**config.mk**
```make
export PLATFORM = sky130hd
export DESIGN_NAME = sar_logic_param
export DESIGN_NICKNAME = d
export VERILOG_FILES = /design/src/rtl/sar_logic_param.sv
export SDC_FILE = /design/constraint.sdc
export NUM_CORES = 1
export LEC_CHECK = 0
export ABC_CLOCK_PERIOD_IN_PS = 2000
export CELL_PAD_IN_SITES_DETAIL_PLACEMENT = 0
export CELL_PAD_IN_SITES_GLOBAL_PLACEMENT = 1
export CORE_MARGIN = 2
export CORE_UTILIZATION = 34
export DETAILED_ROUTE_END_ITERATION = 6
export GPL_TIMING_DRIVEN = 0
export PLACE_DENSITY = 0.76
export SYNTH_ARGS = -nofsm -noshare
export SYNTH_HDL_FRONTEND = slang
export SYNTH_SLANG_ARGS = --single-unit
export TNS_END_PERCENT = 20
```
**constraint.sdc**
```tcl
create_clock -name clk -period 2 [get_ports clk]
set_input_delay 0.4 -clock clk [delete_from_list [all_inputs] [get_ports clk]]
set_output_delay 0.4 -clock clk [all_outputs]
set_load 0.05 [all_outputs]
```
**src/rtl/sar_logic_param.sv**
```systemverilog
// rtl/sar_logic_param.sv - parametrised successive-approximation ADC controller
//
// Sequences the bootstrap sampling switch, CDAC settle time, comparator strobe
// and per-bit decision of a BITS-wide binary-weighted SAR converter. It can run
// single-shot or back-to-back conversions. It also reports requests that arrive
// while a conversion is in progress.
//
// Parameters:
//   BITS          conversion resolution (2..16)
//   SAMPLE_CYCLES cycles s_clk stays high in SAMPLE (>=1)
//   SETTLE_CYCLES DAC settle cycles before each comparator strobe (>=1)
//
// Ports:
//   clk          system clock, rising edge
//   rst          synchronous reset, active high
//   cnvst        start-of-conversion request (level)
//   cont_mode    1 = restart automatically after each conversion
//   ovr_clr      clears the sticky overrun flag
//   cmp_out      comparator decision, 1 = input above DAC level (keep bit)
//   sar          last completed result, held between conversions
//   eoc          one-cycle end-of-conversion pulse
//   busy         high whenever the controller is not idle
//   overrun      sticky: a request arrived while busy in single-shot mode
//   cmp_clk      comparator strobe
//   s_clk        bootstrap sampling switch, s_clk_not its complement
//   dac_code     CDAC trial code, dac_code_not its complement

module sar_logic_param #(
    parameter int BITS          = 8,
    parameter int SAMPLE_CYCLES = 2,
    parameter int SETTLE_CYCLES = 1
) (
    input  logic            clk,
    input  logic            rst,
    input  logic            cnvst,
    input  logic            cont_mode,
    input  logic            ovr_clr,
    input  logic            cmp_out,
    output logic [BITS-1:0] sar,
    output logic            eoc,
    output logic            busy,
    output logic            overrun,
    output logic            cmp_clk,
    output logic            s_clk,
    output logic            s_clk_not,
    output logic [BITS-1:0] dac_code,
    output logic [BITS-1:0] dac_code_not
);

    localparam int IDX_W   = $clog2(BITS);
    localparam int CNT_MAX = (SAMPLE_CYCLES > SETTLE_CYCLES) ? SAMPLE_CYCLES : SETTLE_CYCLES;
    localparam int CNT_W   = (CNT_MAX > 1) ? $clog2(CNT_MAX) : 1;

    localparam logic [CNT_W-1:0] SAMPLE_LOAD = CNT_W'(SAMPLE_CYCLES - 1);
    localparam logic [CNT_W-1:0] SETTLE_LOAD = CNT_W'(SETTLE_CYCLES - 1);
    localparam logic [CNT_W-1:0] CNT_ONE     = CNT_W'(1);
    localparam logic [IDX_W-1:0] IDX_TOP     = IDX_W'(BITS - 1);
    localparam logic [IDX_W-1:0] IDX_ONE     = IDX_W'(1);
    localparam logic [BITS-1:0]  TRIAL_MSB   = {1'b1, {(BITS-1){1'b0}}};

    typedef enum logic [2:0] {
        IDLE    = 3'd0,
        SAMPLE  = 3'd1,
        SETTLE  = 3'd2,
        COMPARE = 3'd3,
        DECIDE  = 3'd4,
        DONE    = 3'd5
    } state_t;

    state_t            state;
    state_t            state_next;
    logic [CNT_W-1:0]  cnt;
    logic [CNT_W-1:0]  cnt_next;
    logic [IDX_W-1:0]  bit_idx;
    logic [IDX_W-1:0]  bit_next;
    logic [IDX_W-1:0]  bit_dn;
    logic [BITS-1:0]   trial;
    logic [BITS-1:0]   trial_next;
    logic [BITS-1:0]   sar_q;
    logic              eoc_q;
    logic              cmp_clk_q;
    logic              busy_q;
    logic              overrun_q;

    // Flop inputs for the registered outputs, derived from the next state so
    // that each output lines up exactly with the state it describes.
    logic              eoc_d;
    logic              cmp_clk_d;
    logic              busy_d;
    logic              overrun_d;

    assign bit_dn = bit_idx - IDX_ONE;

    // State register and datapath registers
    always_ff @(posedge clk) begin
        if (rst) begin
            state     <= IDLE;
            cnt       <= '0;
            bit_idx   <= '0;
            trial     <= '0;
            sar_q     <= '0;
            eoc_q     <= 1'b0;
            cmp_clk_q <= 1'b0;
            busy_q    <= 1'b0;
            overrun_q <= 1'b0;
        end else begin
            state     <= state_next;
            cnt       <= cnt_next;
            bit_idx   <= bit_next;
            trial     <= trial_next;
            eoc_q     <= eoc_d;
            cmp_clk_q <= cmp_clk_d;
            busy_q    <= busy_d;
            overrun_q <= overrun_d;
            // The result only moves on the edge that enters DONE, so it stays
            // stable for the whole of the following conversion.
            if (state_next == DONE) begin
                sar_q <= trial_next;
            end
        end
    end

    // Next-state and datapath update
    always_comb begin
        state_next = state;
        cnt_next   = cnt;
        bit_next   = bit_idx;
        trial_next = trial;

        case (state)
            IDLE: begin
                trial_next = '0;
                if (cnvst) begin
                    state_next = SAMPLE;
                    cnt_next   = SAMPLE_LOAD;
                end
            end

            SAMPLE: begin
                if (cnt == '0) begin
                    state_next = SETTLE;
                    trial_next = TRIAL_MSB;
                    bit_next   = IDX_TOP;
                    cnt_next   = SETTLE_LOAD;
                end else begin
                    cnt_next = cnt - CNT_ONE;
                end
            end

            SETTLE: begin
                if (cnt == '0) begin
                    state_next = COMPARE;
                end else begin
                    cnt_next = cnt - CNT_ONE;
                end
            end

            COMPARE: begin
                state_next = DECIDE;
            end

            DECIDE: begin
                // Comparator below the trial level: this bit overshoots.
                if (!cmp_out) begin
                    trial_next[bit_idx] = 1'b0;
                end
                if (bit_idx != '0) begin
                    trial_next[bit_dn] = 1'b1;
                    bit_next           = bit_dn;
                    cnt_next           = SETTLE_LOAD;
                    state_next         = SETTLE;
                end else begin
                    state_next = DONE;
                end
            end

            DONE: begin
                if (cont_mode) begin
                    state_next = SAMPLE;
                    cnt_next   = SAMPLE_LOAD;
                end else begin
                    state_next = IDLE;
                end
            end

            default: begin
                state_next = IDLE;
                trial_next = '0;
            end
        endcase
    end

    // Output decode
    always_comb begin
        eoc_d     = (state_next == DONE);
        cmp_clk_d = (state_next == COMPARE);
        busy_d    = (state_next != IDLE);

        // A single-shot request during a conversion is dropped but recorded;
        // a new overrun wins over a clear in the same cycle.
        if (cnvst && (state != IDLE) && !cont_mode) begin
            overrun_d = 1'b1;
        end else if (ovr_clr) begin
            overrun_d = 1'b0;
        end else begin
            overrun_d = overrun_q;
        end

        // Sampling switch closed only while idle or sampling.
        s_clk        = (state == IDLE) || (state == SAMPLE);
        s_clk_not    = ~s_clk;
        dac_code     = trial;
        dac_code_not = ~trial;
        sar          = sar_q;
        eoc          = eoc_q;
        busy         = busy_q;
        overrun      = overrun_q;
        cmp_clk      = cmp_clk_q;
    end

endmodule
```
After elaboration in Yosys (flattened, before gate mapping):

Cells that the tools add are included.

* register bits after elaboration: 27
* latch bits: 0
* bits in writable memories: 0
* ROM bits: 0
* input bits: 6
* output and inout port bits: 30
* logic and storage cells: 73
* memories: 0

* add/sub/neg operators: 2
* $mul: 0
* divide/modulo/power cells: 0
* magnitude comparators: 4
* eq/ne operators: 11
* shift-type cells: 0
* mux-type cells: 25
* bitwise logic cells: 5
* reductions and logical operators: 17

Operators by type and width (count)
* 8-bit 2-to-1 mux: 4
* 8-bit case mux with 3 select lines: 1
* 3-bit 2-to-1 mux: 6
* 3-bit case mux with 6 select lines: 1
* 8-bit NOT: 2
* 3-bit by 2-bit equality test with 1-bit output, second input constant: 3
* 3-bit equality test, second input constant: 3
* 1-bit 2-to-1 mux: 9
* 3-bit nonzero test: 3
* 8-bit bitwise AND: 1
* 3-bit by 4-bit < comparator with 1-bit output, second input constant: 2
* 2-bit inequality test, second input constant: 4
* 8-bit bitwise OR: 1
* 1-bit demux with 3-bit select: 2
* 3-bit by 1-bit greater-or-equal comparator with 1-bit output, second input constant: 2
* 3-bit case mux with 2 select lines: 1
* 1-bit logical AND: 4
* 1-bit case mux with 4 select lines: 1
* 4-bit AND reduction: 1
* 2-bit nonzero test: 2
* 4-bit nonzero test: 1
* 3-bit by 1-bit equality test with 1-bit output, second input constant: 1
* 3-bit logical NOT: 1
* 3-bit AND reduction: 1
* 7 further kinds: 7

Longest topological paths before layout:

Gate-level depths: netlist of run 1.

* word-level depth: 11
* depth in mapped cells: 7

Least setup slack after synthesis of run 1:

No wires, ideal clock.

* path type: register to output
* start point: register state[1]
* end point: output port s_clk_not
* arrival time: 1.662 ns
* required time: 1.600 ns
* slack: -0.062 ns
* stages on the path, launching flop included: 4
* path buffers: 1
* cells stage by stage: dfxtp_1 > buf_2 > nor2_1 > inv_1

* longest elaborated chain between the ends: 3
* elaborated cells between the ends (all ways): 4
* those cells by class: 1 x eq/ne; 1 x bitwise; 2 x reduce/logical

RTL lines
* from (decl): line 70 `state_t state;`
* from (signal assigned): line 107 `state <= state_next;`
* 3-bit by 1-bit equality test with 1-bit output / 3-bit logical NOT (equally long branches): line 210 `s_clk = (state == IDLE) || (state == SAMPLE);`
* 1-bit logical OR (*): line 210
* via s_clk: line 44 `output logic s_clk,`
* 1-bit NOT (*): line 211 `s_clk_not = ~s_clk;`
* to (decl): line 45 `output logic s_clk_not,`

Mark *: on every way through the listed nets, which the timed path passes. The rest lies on a longest branch.

Worst setup path in the final report of run 1:

* start point: register state[1]
* end point: output port s_clk_not

* longest elaborated chain between the ends: 3
* elaborated cells between the ends (all ways): 4
* those cells by class: 1 x eq/ne; 1 x bitwise; 2 x reduce/logical

RTL lines (line)
* 3-bit by 1-bit equality test with 1-bit output / 3-bit logical NOT (equally long branches): 210
* 1-bit logical OR (*): 210
* 1-bit NOT (*): 211

Every way passes the cells marked *; elsewhere a longest branch is shown, timed or not.

==> results.ini, run 1 <==
[setup_path]
required_ns = 1.60
cp.arrival_ns = 1.50
crit_type = flip-flop to output port
rrSetupSlack_ns = 0.20
crit_fanout = 10
regToRegEndpoint = sar[2]
r2r.worst_path.cells = 6
endpoint_kind = output port
startpoint_type = flip-flop
rr_startpoint = bit_idx[0]

[status]
status = completed

[synthesis]
synth_ff_type = dfxtp_1
synth_fp_nets = 176
ys_seq_area_share_pct = 40.5
synth-warning-count = 0
synth.distinct_cells = 37
synth_area_leaders = dfxtp_1 (41%), a21oi_1 (9.4%), inv_1 (4.5%), nand2_1 (3.9%), nor2b_1 (3.8%)
synth_top_area_cell = dfxtp_1
async_reset_ff_share_pct = 0
synth_area_mm2 = 0.00133
netlist_instances = 168
synth_top_area_share_pct = 40.5
avgSynthCellArea_um2 = 7.94
synth_edf_count = 0
ys_ff_latch = 27

[sta]
fin_crit_sh_pct = 95.1
period_minus_slack_ns = 1.90
fmax_mhz = 526
worst_slew_pin_slew_ns = 0.634
tns_ns = 0
setup_viol = 0
grt_setup_unrepaired = false
drv_slew = 0
worst_clock_skew_ns = 0.00662
finalHoldViolCount = 0
relSlewSlack_pct = 57.5

[power]
ir_worst_vdd_mv = 0.285
p_int_mw = 0.944
swShare_pct = 39.8
total_power_mw = 1.57
clkPwrFrac_pct = 19.6
powerDensity_mw_per_mm2 = 861
power.switching_mw = 0.623
pwr-share-seq_pct = 41.1
pwr-share-comb_pct = 39.3
leakagePower_nw = 0.620

[place]
gp_congestion = 0.854
dpl.hpwl_um = 2440
portBuffers = 34

[finish]
fin_nets = 215
antenna_cells = 0
syn_to_final_growth_pct = 36.4
drive_gt1_share_pct = 7.28

[cts]
root_buffer = clkbuf_8
clock_path_buffers = 2
clk_pin_slew_ns = 0.09
cts_tree = yes
cts_buffers = 3
cts_setup_buffers = 0
cts_resized = 4
clock_latency_ns = 0.27
ctsHtreeMaxLevel = 1
clock-sinks = 27
postCtsHoldBufs = 0

[routing]
wl_per_cell_um = 13.2
ant_nets = 0
detail_route.vias_per_cell = 5.16
drt_wl_total_um = 3360
first_pass_iters = 6
route.detailed.drc = 0
drtIter0Drc = 41
vias = 1311

[worst_hold_path]
min_path_cells = 2
min-delay-start = sar[6]
hp-class = flip-flop to flip-flop
whs_endpoint = sar[6]

[floorplanning]
floorplan.initialDensity_pct = 35.9
pin_count = 36
core_area_mm2 = 0.00372
num_rows = 22
die_w_um = 66.6
die_h_um = 66.6
design.die.area_mm2 = 0.00444

[global_routing]
grt_max_degree = 15
grt_pass1_vias = 1224
track_usage_pct = 16.3
antenna_found_initial = 0
grt_pass1_wl_um = 5580
grt_overflow = 0

[run]
maxCapViolations = 0

Yosys cell counts (3+ instances only):
cell       n
nor2b_1    8
o211ai_1   5
buf_2      3
inv_1     16
nor3_1     3
nand2b_1   3
nand2_1   14
a31oi_1    4
a21oi_1   25
dfxtp_1   27
nand3_1    8
nor2_1     8
o21ai_0   10
clkbuf_1   3
cell type report:
| class | count | area, µm² |
|---|---|---|
| clock buffer | 4 | 45.0 |
| tap | 48 | 60.1 |
| fill | 367 | 1900 |
| multi-input combinational | 116 | 728 |
| sequential | 27 | 542 |
| buffer | 9 | 45.0 |
| timing repair buffer | 34 | 339 |
| inverter | 16 | 60.1 |
worst max-delay path by stage:
stage          slack, ns   endpoint  startpoint  cells past startpoint
6_report             0.1  s_clk_not    state[1]                      4
5_1_grt            0.007  s_clk_not    state[1]                      4
4_1_cts             0.01     sar[7]  bit_idx[0]                      6
3_5_place_dp       -0.13     sar[7]  bit_idx[0]                      6
3_3_place_gp       -0.15     sar[7]  bit_idx[0]                      6
2_1_floorplan       0.24     sar[7]  bit_idx[0]                      6
cell families after synthesis:
logic type	after synthesis	share of synthesized area, %
xor gates and xnor gates	4	2.63
buffers and inverters	25	7.88
muxes	1	0.844
and+or+nand+nor	55	21.9
adders and majority gates	2	1.88
AOI/OAI and AO/OA	54	24.4
DFF	27	40.5
metrics by stage:
step,hold slack (ns),utilization [%],instances,instance area [µm²],setup WS [ns]
after floorplan,0.532,-,168,1340,0.240
after detailed placement,0.448,46.7,250,1740,-0.130
after global routing,0.493,49.0,254,1820,0.00653
final,0.455,49.0,254,1820,0.0972
after CTS,0.461,48.2,254,1790,0.0103
after global placement,0.442,46.7,250,1740,-0.151
layer usage:
layer | vias to the layer above | wire [µm] | track usage (%)
li1 | 668 | - | -
met1 | 603 | 1620 | 20.7
met2 | 36 | 1530 | 28.1
met4 | 0 | 55 | 6.12
met3 | 4 | 160 | 2.03
met5 | - | 0 | 0
flip-flops by register name, summed over array words and instances (netlist names):
register / count
eoc: 1
sar: 8
overrun: 1
state: 3
dac_code: 8
cmp_clk: 1
bit_idx: 3
cnt: 1
busy: 1
placed cells by master (no fill, tap or decap), drive strengths merged, types with 2 or more instances in the layout:
cell / n
a31oi: 4
and2: 2
nor3: 4
nand2b: 3
a21oi: 25
buf: 6
clkdlybuf4s50: 32
clkbuf: 7
nand3: 8
a311oi: 2
a211oi: 2
nand2: 14
o211ai: 5
xor2: 2
dfxtp: 27
nor4: 2
ha: 2
inv: 16
xnor2: 2
nor2b: 8
o21ai: 10
nor2: 8
worst max-delay path, stage by stage, from the launching register on:
cell	delay [ns]
dfxtp_1	0.38
buf_2	0.23
nor2_2	0.07
inv_1	0.06
clkdlybuf4s15_1	0.48
power by group through the flow:
stage | Clock [mW] | Combinational [mW] | Sequential [mW]
final | 0.306 | 0.616 | 0.644
after global routing | 0.339 | 0.672 | 0.652
after CTS | 0.322 | 0.586 | 0.636
after detailed placement | 0 | 0.585 | 0.647
after global placement | 0 | 0.588 | 0.644
after floorplan | 0 | 0.395 | 0.683
(Power assumes the default switching activity.)
==> run 2, diff against run 1 <==
CAP_MARGIN = 20   (was not set)
==> results of run 2 <==
Final layout, timing and power as in run 1 (identical DEF).
==> run 3, diff against run 2 <==
SLEW_MARGIN = 15   (was not set)
==> results of run 3 <==
Final layout, timing and power as in run 1 (identical DEF).
